## src/rtl/load_store_unit.sv

```systemverilog
// load_store_unit: initiator side of a word-addressed data memory.
// Accepts byte/half/word loads and stores on byte addresses. Loads return
// sign- or zero-extended data. Sub-word stores are done as read-modify-write,
// because the memory only writes whole words.
module load_store_unit #(
  parameter int MEM_WORDS = 64
) (
  input  logic        clk,
  input  logic        reset,
  input  logic        req_valid,
  output logic        req_ready,
  input  logic        req_we,
  input  logic [1:0]  req_size,
  input  logic        req_signed,
  input  logic [31:0] req_addr,
  input  logic [31:0] req_wdata,
  output logic        resp_valid,
  output logic        resp_err,
  output logic [31:0] resp_rdata,
  output logic [31:0] mem_addr,
  output logic [31:0] mem_wd,
  output logic        mem_we,
  input  logic [31:0] mem_rd
);

  localparam logic [31:0] MEM_WORDS_U = 32'(MEM_WORDS);

  typedef enum logic [2:0] {
    IDLE,
    LOAD,
    RMW_RD,
    WRITE,
    RESP
  } state_t;

  state_t state_reg, state_next;

  // Request fields latched at acceptance
  logic [1:0]  size_reg;
  logic        signed_reg;
  logic [1:0]  lo_reg;
  logic [31:0] wdata_reg;
  logic        err_reg;
  logic [29:0] index_reg;
  logic [31:0] merge_reg;
  logic [31:0] rdata_reg;

  logic        accept;
  logic        req_err;
  logic [7:0]  load_byte;
  logic [15:0] load_half;
  logic [31:0] load_ext;
  logic [3:0]  lane_en;
  logic [31:0] wdata_rep;
  logic [31:0] merge_next;

  // ready, write enable and response valid are all forced low while reset is held
  assign req_ready  = (state_reg == IDLE) && !reset;
  assign accept     = req_valid && req_ready;
  assign mem_we     = (state_reg == WRITE) && !reset;
  assign resp_valid = (state_reg == RESP) && !reset;
  assign resp_err   = resp_valid && err_reg;
  assign resp_rdata = rdata_reg;
  assign mem_addr   = {2'b00, index_reg};
  assign mem_wd     = mem_we ? ((size_reg == 2'd2) ? wdata_reg : merge_reg) : 32'h0;

  // Misaligned, illegal-size or out-of-range requests never touch memory
  assign req_err = (req_size == 2'd3)
                || ((req_size == 2'd1) && req_addr[0])
                || ((req_size == 2'd2) && (req_addr[1:0] != 2'b00))
                || ({2'b00, req_addr[31:2]} >= MEM_WORDS_U);

  // Load lane extraction and extension (little-endian lanes)
  assign load_byte = mem_rd[{lo_reg, 3'b000} +: 8];
  assign load_half = mem_rd[{lo_reg[1], 4'b0000} +: 16];

  // Pick the addressed lane out of the read word and extend it
  always_comb begin
    load_ext = mem_rd;
    case (size_reg)
      2'd0:    load_ext = {{24{signed_reg & load_byte[7]}}, load_byte};
      2'd1:    load_ext = {{16{signed_reg & load_half[15]}}, load_half};
      default: load_ext = mem_rd;
    endcase
  end

  // Store merge: replicate the store data across lanes, then replace only
  // the lanes being written and keep the rest of the read word untouched
  assign lane_en   = (size_reg == 2'd0) ? (4'b0001 << lo_reg)
                                        : (lo_reg[1] ? 4'b1100 : 4'b0011);
  assign wdata_rep = (size_reg == 2'd0) ? {4{wdata_reg[7:0]}} : {2{wdata_reg[15:0]}};

  generate
    for (genvar gi = 0; gi < 4; gi++) begin : g_lane
      assign merge_next[8*gi +: 8] = lane_en[gi] ? wdata_rep[8*gi +: 8] : mem_rd[8*gi +: 8];
    end
  endgenerate

  // State register
  always_ff @(posedge clk or posedge reset) begin
    if (reset) begin
      state_reg <= IDLE;
    end else begin
      state_reg <= state_next;
    end
  end

  // Next-state logic
  always_comb begin
    state_next = state_reg;
    case (state_reg)
      IDLE: begin
        if (accept) begin
          if (req_err)              state_next = RESP;
          else if (!req_we)         state_next = LOAD;
          else if (req_size == 2'd2) state_next = WRITE;
          else                      state_next = RMW_RD;
        end
      end
      LOAD:    state_next = RESP;
      RMW_RD:  state_next = WRITE;
      WRITE:   state_next = RESP;
      RESP:    state_next = IDLE;
      default: state_next = IDLE;
    endcase
  end

  // Request latch, load result capture and merge buffer
  always_ff @(posedge clk or posedge reset) begin
    if (reset) begin
      size_reg   <= 2'd0;
      signed_reg <= 1'b0;
      lo_reg     <= 2'd0;
      wdata_reg  <= 32'h0;
      err_reg    <= 1'b0;
      index_reg  <= 30'h0;
      merge_reg  <= 32'h0;
      rdata_reg  <= 32'h0;
    end else begin
      if (accept) begin
        size_reg   <= req_size;
        signed_reg <= req_signed;
        lo_reg     <= req_addr[1:0];
        wdata_reg  <= req_wdata;
        err_reg    <= req_err;
        index_reg  <= req_addr[31:2];
        // stores and errors report zero data
        rdata_reg  <= 32'h0;
      end
      if (state_reg == LOAD) begin
        rdata_reg <= load_ext;
      end
      if (state_reg == RMW_RD) begin
        merge_reg <= merge_next;
      end
    end
  end

endmodule

```

## config.mk

```make
export PLATFORM = sky130hd
export DESIGN_NAME = load_store_unit
export DESIGN_NICKNAME = d
export VERILOG_FILES = /design/src/rtl/load_store_unit.sv
export SDC_FILE = /design/constraint.sdc
export NUM_CORES = 1
export LEC_CHECK = 0
export ABC_CLOCK_PERIOD_IN_PS = 5400
export BUFFER_PORTS_ARGS = -buffer_cell sky130_fd_sc_hd__buf_2
export CORE_MARGIN = 1
export CORE_UTILIZATION = 40
export DETAILED_ROUTE_END_ITERATION = 10
export PLACE_DENSITY = 0.7
export SYNTH_ARGS = -nofsm -noshare
export SYNTH_HDL_FRONTEND = slang
export SYNTH_SLANG_ARGS = --single-unit
```

## constraint.sdc

```tcl
create_clock -name clk -period 5.4 [get_ports clk]
set_input_delay 0.54 -clock clk [delete_from_list [all_inputs] [get_ports clk]]
set_output_delay 0.54 -clock clk [all_outputs]
set_load 0.02 [all_outputs]
```

==> impl_metrics.yaml, run 1 <==
floorplan:
  core_area_um2: 15890
  ios: 203
  die_w_um: 129.4
  die_area_um2: 16750
  die_y_um: 129.4
  initial_core_util_pct: 40.89
  floorplan.rows: 46
pwr:
  finalPower_mw: 3.133
  p_leak_nw: 4.262
  pwr_density_cell_nw_per_um2: 377.3
  ir_drop_mv: 0.2399
worst_setup_path:
  crit_top_cell: "nand2_1"
  max_stage_delay_ps: 840
  critical_path_class: "reg -> out"
  crit_fanout: 32
  crit_required_ps: 4860
  arrival_ps: 2550
  r2r_start: "lo_reg[1]"
  critPathLaunch: "size_reg[0]"
  critPathLaunchType: "register"
  crit_chain: "inv_1 -> nand2_1 -> nand2_1 -> a21oi_1 -> buf_2"
  worst_path_max_delay_cell: "nand2_1"
  cp-end-kind: "output port"
grt:
  grt_pass1_vias: 5284
  antenna_found_initial: 5
  grt_first_pass_wirelength_mm: 29.01
  grt_usage_pct: 23.49
  grt_overflow: 0
  grt_max_degree: 81
clock_network:
  holdBufCountCts: 0
  path_clk_slew_ps: 60
  ctsLongestPathBuffers: 2
  root_buffer: "clkbuf_16"
  cts_setup_buffers: 0
  cts_tree: "done"
  clk_latency_ps: 420
  cts.sink_count: 135
  htreeDepth: 4
  cts_resized: 0
  cts_made_buffers: 17
placement:
  dpl.hpwl_mm: 13.50
  place_inst: 987
  gp_congestion: 0.8565
  io_buffers: 200
yosys:
  yosys-top-cells-area: "dfrtp_1 (52%), mux2_2 (13%), nand2_1 (6.2%), mux2i_1 (6.2%), o21ai_0 (5.0%)"
  synth_ff_type: "dfrtp_1"
  yosysMostFrequentCell: "dfrtp_1"
  netlist_area_um2: 6495
  synth-edff-count: 0
  yosysTopAreaCell: "dfrtp_1"
  yosysWarnings: 0
  seq_area_frac_synth_pct: 52.01
  yosysTopAreaCellShare_pct: 52.01
  async_reset_ff_share_pct: 100.0
  synthTopCellsByCount: "dfrtp_1 (135), nand2_1 (108), mux2_2 (74), o21ai_0 (65), a21oi_1 (52)"
  synth.distinct_cells: 43
  syn_inst: 609
  synth-seq-cells: 135
  avgSynthCellArea_um2: 10.66
hold_path:
  hp-start: "req_addr[5]"
  min_path_type: "in -> reg"
routing:
  drt_wl_total_mm: 18.73
  wl_per_cell_um: 18.34
  antenna_left: 0
  drt_iter0_markers: 247
  vias: 5414
  dr.pass1.iters: 5
  drc: 0
  viasPerCell: 5.303
run_status:
  status: "finished clean"
timing:
  fmax_mhz: 323.2
  rsz0062_at_grt: "false"
  hold_violations: 0
  period_needed_ps: 3094
  drv_slew: 0
  fin_setup_tns_ps: 0
  worst_pin_slew_ps: 1113
  fin_skew_ps: 7.993
  timing.max_slew.rel_slack_pct: 25.61
  setup_viol: 0
  fin_crit_sh_pct: 57.30
layout:
  syn2layout_area_growth_pct: 27.84
  nFillCells: 1489
  layout.cells.non_filler: 1021
  multiInputGateArea_um2: 2870
  seq_area_um2: 3378
  drive_gt1_share_pct: 40.52
  nets: 893
run:
  drv_cap: 0
-- final timing paths --
path,to,slack [ps],depth (start not counted)
worst max-delay path,mem_wd[10],2310,5
worst min-delay path,index_reg[3],350,2
worst max register to register,resp_rdata[30],3210,4
worst min register to register,merge_reg[31],480,2
max in group asynchronous,resp_rdata[15],3720,3
min in group asynchronous,lo_reg[1],400,2
-- report_power, final --
| part | total, mW | switching [mW] | internal (mW) |
|---|---|---|---|
| clock | 1.40 | 0.443 | 0.957 |
| sequential | 1.19 | 0.0887 | 1.10 |
| combinational | 0.543 | 0.306 | 0.237 |
| total | 3.13 | 0.838 | 2.29 |
-- through the flow --
stage	hold slack, ps	setup slack, ps	cell area [µm²]	util [%]
global route	336.7	2064	8295	52.22
global placement	456.5	2777	7590	47.78
floorplan	441.8	1230	6499	-
CTS	334.4	2281	8295	52.22
finish	348.6	2306	8303	52.27
detailed placement	469.3	2770	7590	47.78
-- worst max-delay path, delay by kind of cell, from the launching register on --
kind | cells | cell delay (ps)
AO/OA/AOI/OAI | 1 | 220
buffers and inverters | 2 | 380
flip-flops | 1 | 530
AND/OR/NAND/NOR | 2 | 980
-- area by class of cell --
class                   instances  share of cell area [%]
inverters                       8                  0.3918
repair buffers                205                   12.51
clock inverters                13                   3.330
diodes                          3                 0.09042
multi-input cells             423                   34.57
well taps                     216                   3.255
flip-flops and latches        135                   40.69
clock buffers                  18                   5.169
-- cell families after synthesis --
group	synth area share (%)
AND/OR/NAND/NOR	10.87
AO/OA/AOI/OAI	14.06
flip-flops	52.01
multiplexers	18.99
buffers and inverters	4.007
other	0.05774
-- placed cells by master (no fill, tap or decap), types with 2 or more instances in the layout --
cell type  netlist  layout
buf_2           11     200
dfrtp_1        135     135
nand2_1        108     107
mux2_2          74      74
o21ai_0         65      65
a21oi_1         52      52
mux2i_1         40      40
clkbuf_16        0      17
a221o_1         16      16
nand3_1         10      10
bufinv_16        0       8
or3_1            7       7
o2bb2ai_1        7       7
nor4_1           6       6
inv_1            6       5
buf_4            3       5
nor2_1           5       4
diode_2          0       3
and2_1           3       3
o22ai_1          3       3
nor2_2           2       3
clkinv_4         0       3
nor3_1           2       2
a31o_2           2       2
nor2b_1          2       2
inv_2            2       2
or3_4            2       2
a22o_1           2       2
conb_1           1       2
clkinv_2         0       2
-- layer usage --
layer	up-vias	wire length [µm]	GRT usage, %
li1	2532	-	-
met1	2600	8154	30.14
met2	244	8509	36.53
met3	34	1559	7.721
met4	4	478	9.850
met5	-	23	0
No activity file was read; power rests on OpenSTA's default activity.
==> inputs of run 2 (changes only) <==
--- a/config.mk
+++ b/config.mk
@@ -5,12 +5,12 @@
 export SDC_FILE = /design/constraint.sdc
 export NUM_CORES = 1
 export LEC_CHECK = 0
-export ABC_CLOCK_PERIOD_IN_PS = 5400
+export ABC_CLOCK_PERIOD_IN_PS = 2600
 export BUFFER_PORTS_ARGS = -buffer_cell sky130_fd_sc_hd__buf_2
 export CORE_MARGIN = 1
 export CORE_UTILIZATION = 40
 export DETAILED_ROUTE_END_ITERATION = 10
-export PLACE_DENSITY = 0.7
+export PLACE_DENSITY = 0.73
 export SYNTH_ARGS = -nofsm -noshare
 export SYNTH_HDL_FRONTEND = slang
 export SYNTH_SLANG_ARGS = --single-unit
==> constraint.sdc (replaced) <==
create_clock -name clk -period 2.6 [get_ports clk]
set_input_delay 0.26 -clock clk [delete_from_list [all_inputs] [get_ports clk]]
set_output_delay 0.26 -clock clk [all_outputs]
set_load 0.02 [all_outputs]
==> impl_metrics.yaml, run 2 (synthesis results as in run 1) <==
run_status:
  status: "finished clean"
floorplan:
  floorplan.rows: 46
  die_y_um: 129.4
  die_area_um2: 16750
  die_w_um: 129.4
  ios: 203
  core_area_um2: 15890
  initial_core_util_pct: 40.89
layout:
  final_core_utilization_pct: 52.49
  final_common_cell: "buf_2"
  syn2layout_area_growth_pct: 28.38
  drive_gt1_share_pct: 41.31
  nets: 901
  antennaDiodeCount: 0
  nFillCells: 1472
  layout.cells.non_filler: 1027
  final_cell_mix: "buf_2 (200), dfrtp_1 (135), nand2_1 (107), mux2_2 (74), o21ai_0 (65)"
  design_area_um2: 8338
worst_setup_path:
  critPathLaunchType: "register"
  reg2reg_depth: 4
  worst_path_max_delay_cell: "dfrtp_1"
  crit_fanout: 32
  crit_top_cell: "nand2_1"
  reg2reg_to: "resp_rdata[16]"
  crit_required_ps: 2340
  r2r_start: "lo_reg[1]"
  crit_chain: "inv_1 -> nand2_1 -> buf_4 -> nand2_1 -> a21oi_1 -> buf_2"
  cp-end-kind: "output port"
  critical_path_class: "reg -> out"
  arrival_ps: 2080
  ff2ff_setup_slack_ps: 490
  max_stage_delay_ps: 540
placement:
  io_buffers: 200
  place_inst: 995
  dpl.hpwl_mm: 13.91
  placed_area_um2: 7664
  gp_congestion: 0.8578
routing:
  vias: 5408
  viasPerCell: 5.266
  drt_wl_total_mm: 19.38
  drt_iter0_markers: 369
  antenna_left: 0
  drc: 0
  dr.pass1.iters: 5
  wl_per_cell_um: 18.87
clock_network:
  cts_setup_buffers: 0
  holdBufCountCts: 0
  clk_latency_ps: 420
  cts.sink_count: 135
  ctsLongestPathBuffers: 2
  path_clk_slew_ps: 60
  cts_resized: 0
  root_buffer: "clkbuf_16"
  cts_tree: "done"
  cts_made_buffers: 17
  htreeDepth: 4
pwr:
  p_leak_nw: 4.275
  pwr-share-seq_pct: 38.7
  switching_share_pct: 27.58
  combPwrFrac_pct: 18.3
  clkPwrFrac_pct: 43.0
  finalPower_mw: 6.351
  intPower_mw: 4.599
  pwr_density_cell_nw_per_um2: 761.6
  p_switching_mw: 1.752
  ir_drop_mv: 0.4546
grt:
  grt_pass1_vias: 5386
  grt_overflow: 0
  grt_first_pass_wirelength_mm: 29.78
  grt_max_degree: 136
  antenna_found_initial: 3
  grt_usage_pct: 24.09
timing:
  timing.max_slew.rel_slack_pct: 51.78
  hold_violations: 0
  fmax_mhz: 426.7
  fin_crit_sh_pct: 90.13
  whs_ps: 72.23
  worst_pin_slew_ps: 723.3
  setup_viol: 0
  rsz0062_at_grt: "false"
  period_needed_ps: 2343
  drv_slew: 0
  fin_skew_ps: 5.660
run:
  drv_cap: 0
hold_path:
  hold_path_depth: 2
  hp-start: "req_wdata[16]"
  min_path_type: "in -> reg"
  min_to: "wdata_reg[16]"
## run 2: worst max-delay path by stage
stage / endpoint / start / slack, ps
final: mem_wd[14] / size_reg[0] / 260
after CTS: mem_wd[9] / size_reg[0] / 230
after floorplan: state_reg[1] / reset / -350
after global placement: resp_rdata[25] / lo_reg[1] / 560
after global routing: mem_wd[12] / size_reg[0] / 120
after detailed placement: resp_rdata[16] / lo_reg[1] / 520
## run 2: final cells by class
cell class              count  area (µm²)  share of cell area [%]
clock buffers              21       480.5                   5.762
multi-input cells         423        2870                   34.42
inverters                   8       33.78                  0.4052
clock inverters            11       193.9                   2.326
well taps                 216       270.3                   3.241
repair buffers            213        1111                   13.33
flip-flops and latches    135        3378                   40.52
## run 2: metrics by stage
stage / TNS, ps / setup WS [ps]
6_report: 0 / 256.7
5_1_grt: 0 / 118.4
4_1_cts: 0 / 232.1
3_5_place_dp: 0 / 517.2
3_3_place_gp: 0 / 562.5
2_1_floorplan: -660.5 / -345.2
## run 2: power by group through the flow
stage / Combinational [mW] / Sequential, mW / Clock, mW
after floorplan: 0.727 / 2.52 / 0
after global placement: 1.15 / 2.48 / 0
after detailed placement: 1.16 / 2.49 / 0
after CTS: 1.16 / 2.46 / 2.77
after global routing: 1.26 / 2.48 / 2.86
final: 1.16 / 2.46 / 2.73
## run 2: per-layer routing
layer | routed length, µm | share of wire, % | GRT usage (%) | vias up
li1 | - | - | - | 2558
met1 | 8518 | 44 | 31.72 | 2575
met2 | 8971 | 46 | 38.36 | 245
met3 | 1561 | 8.1 | 6.771 | 26
met4 | 304 | 1.6 | 8.003 | 4
met5 | 23 | 0.12 | 0 | -
## run 2: worst max-delay path: cells and delay by family (launching register included)
kind	cells	cell delay (ps)
AO/OA/AOI/OAI	1	210
buffers and inverters	3	710
flip-flops	1	540
AND/OR/NAND/NOR	2	200
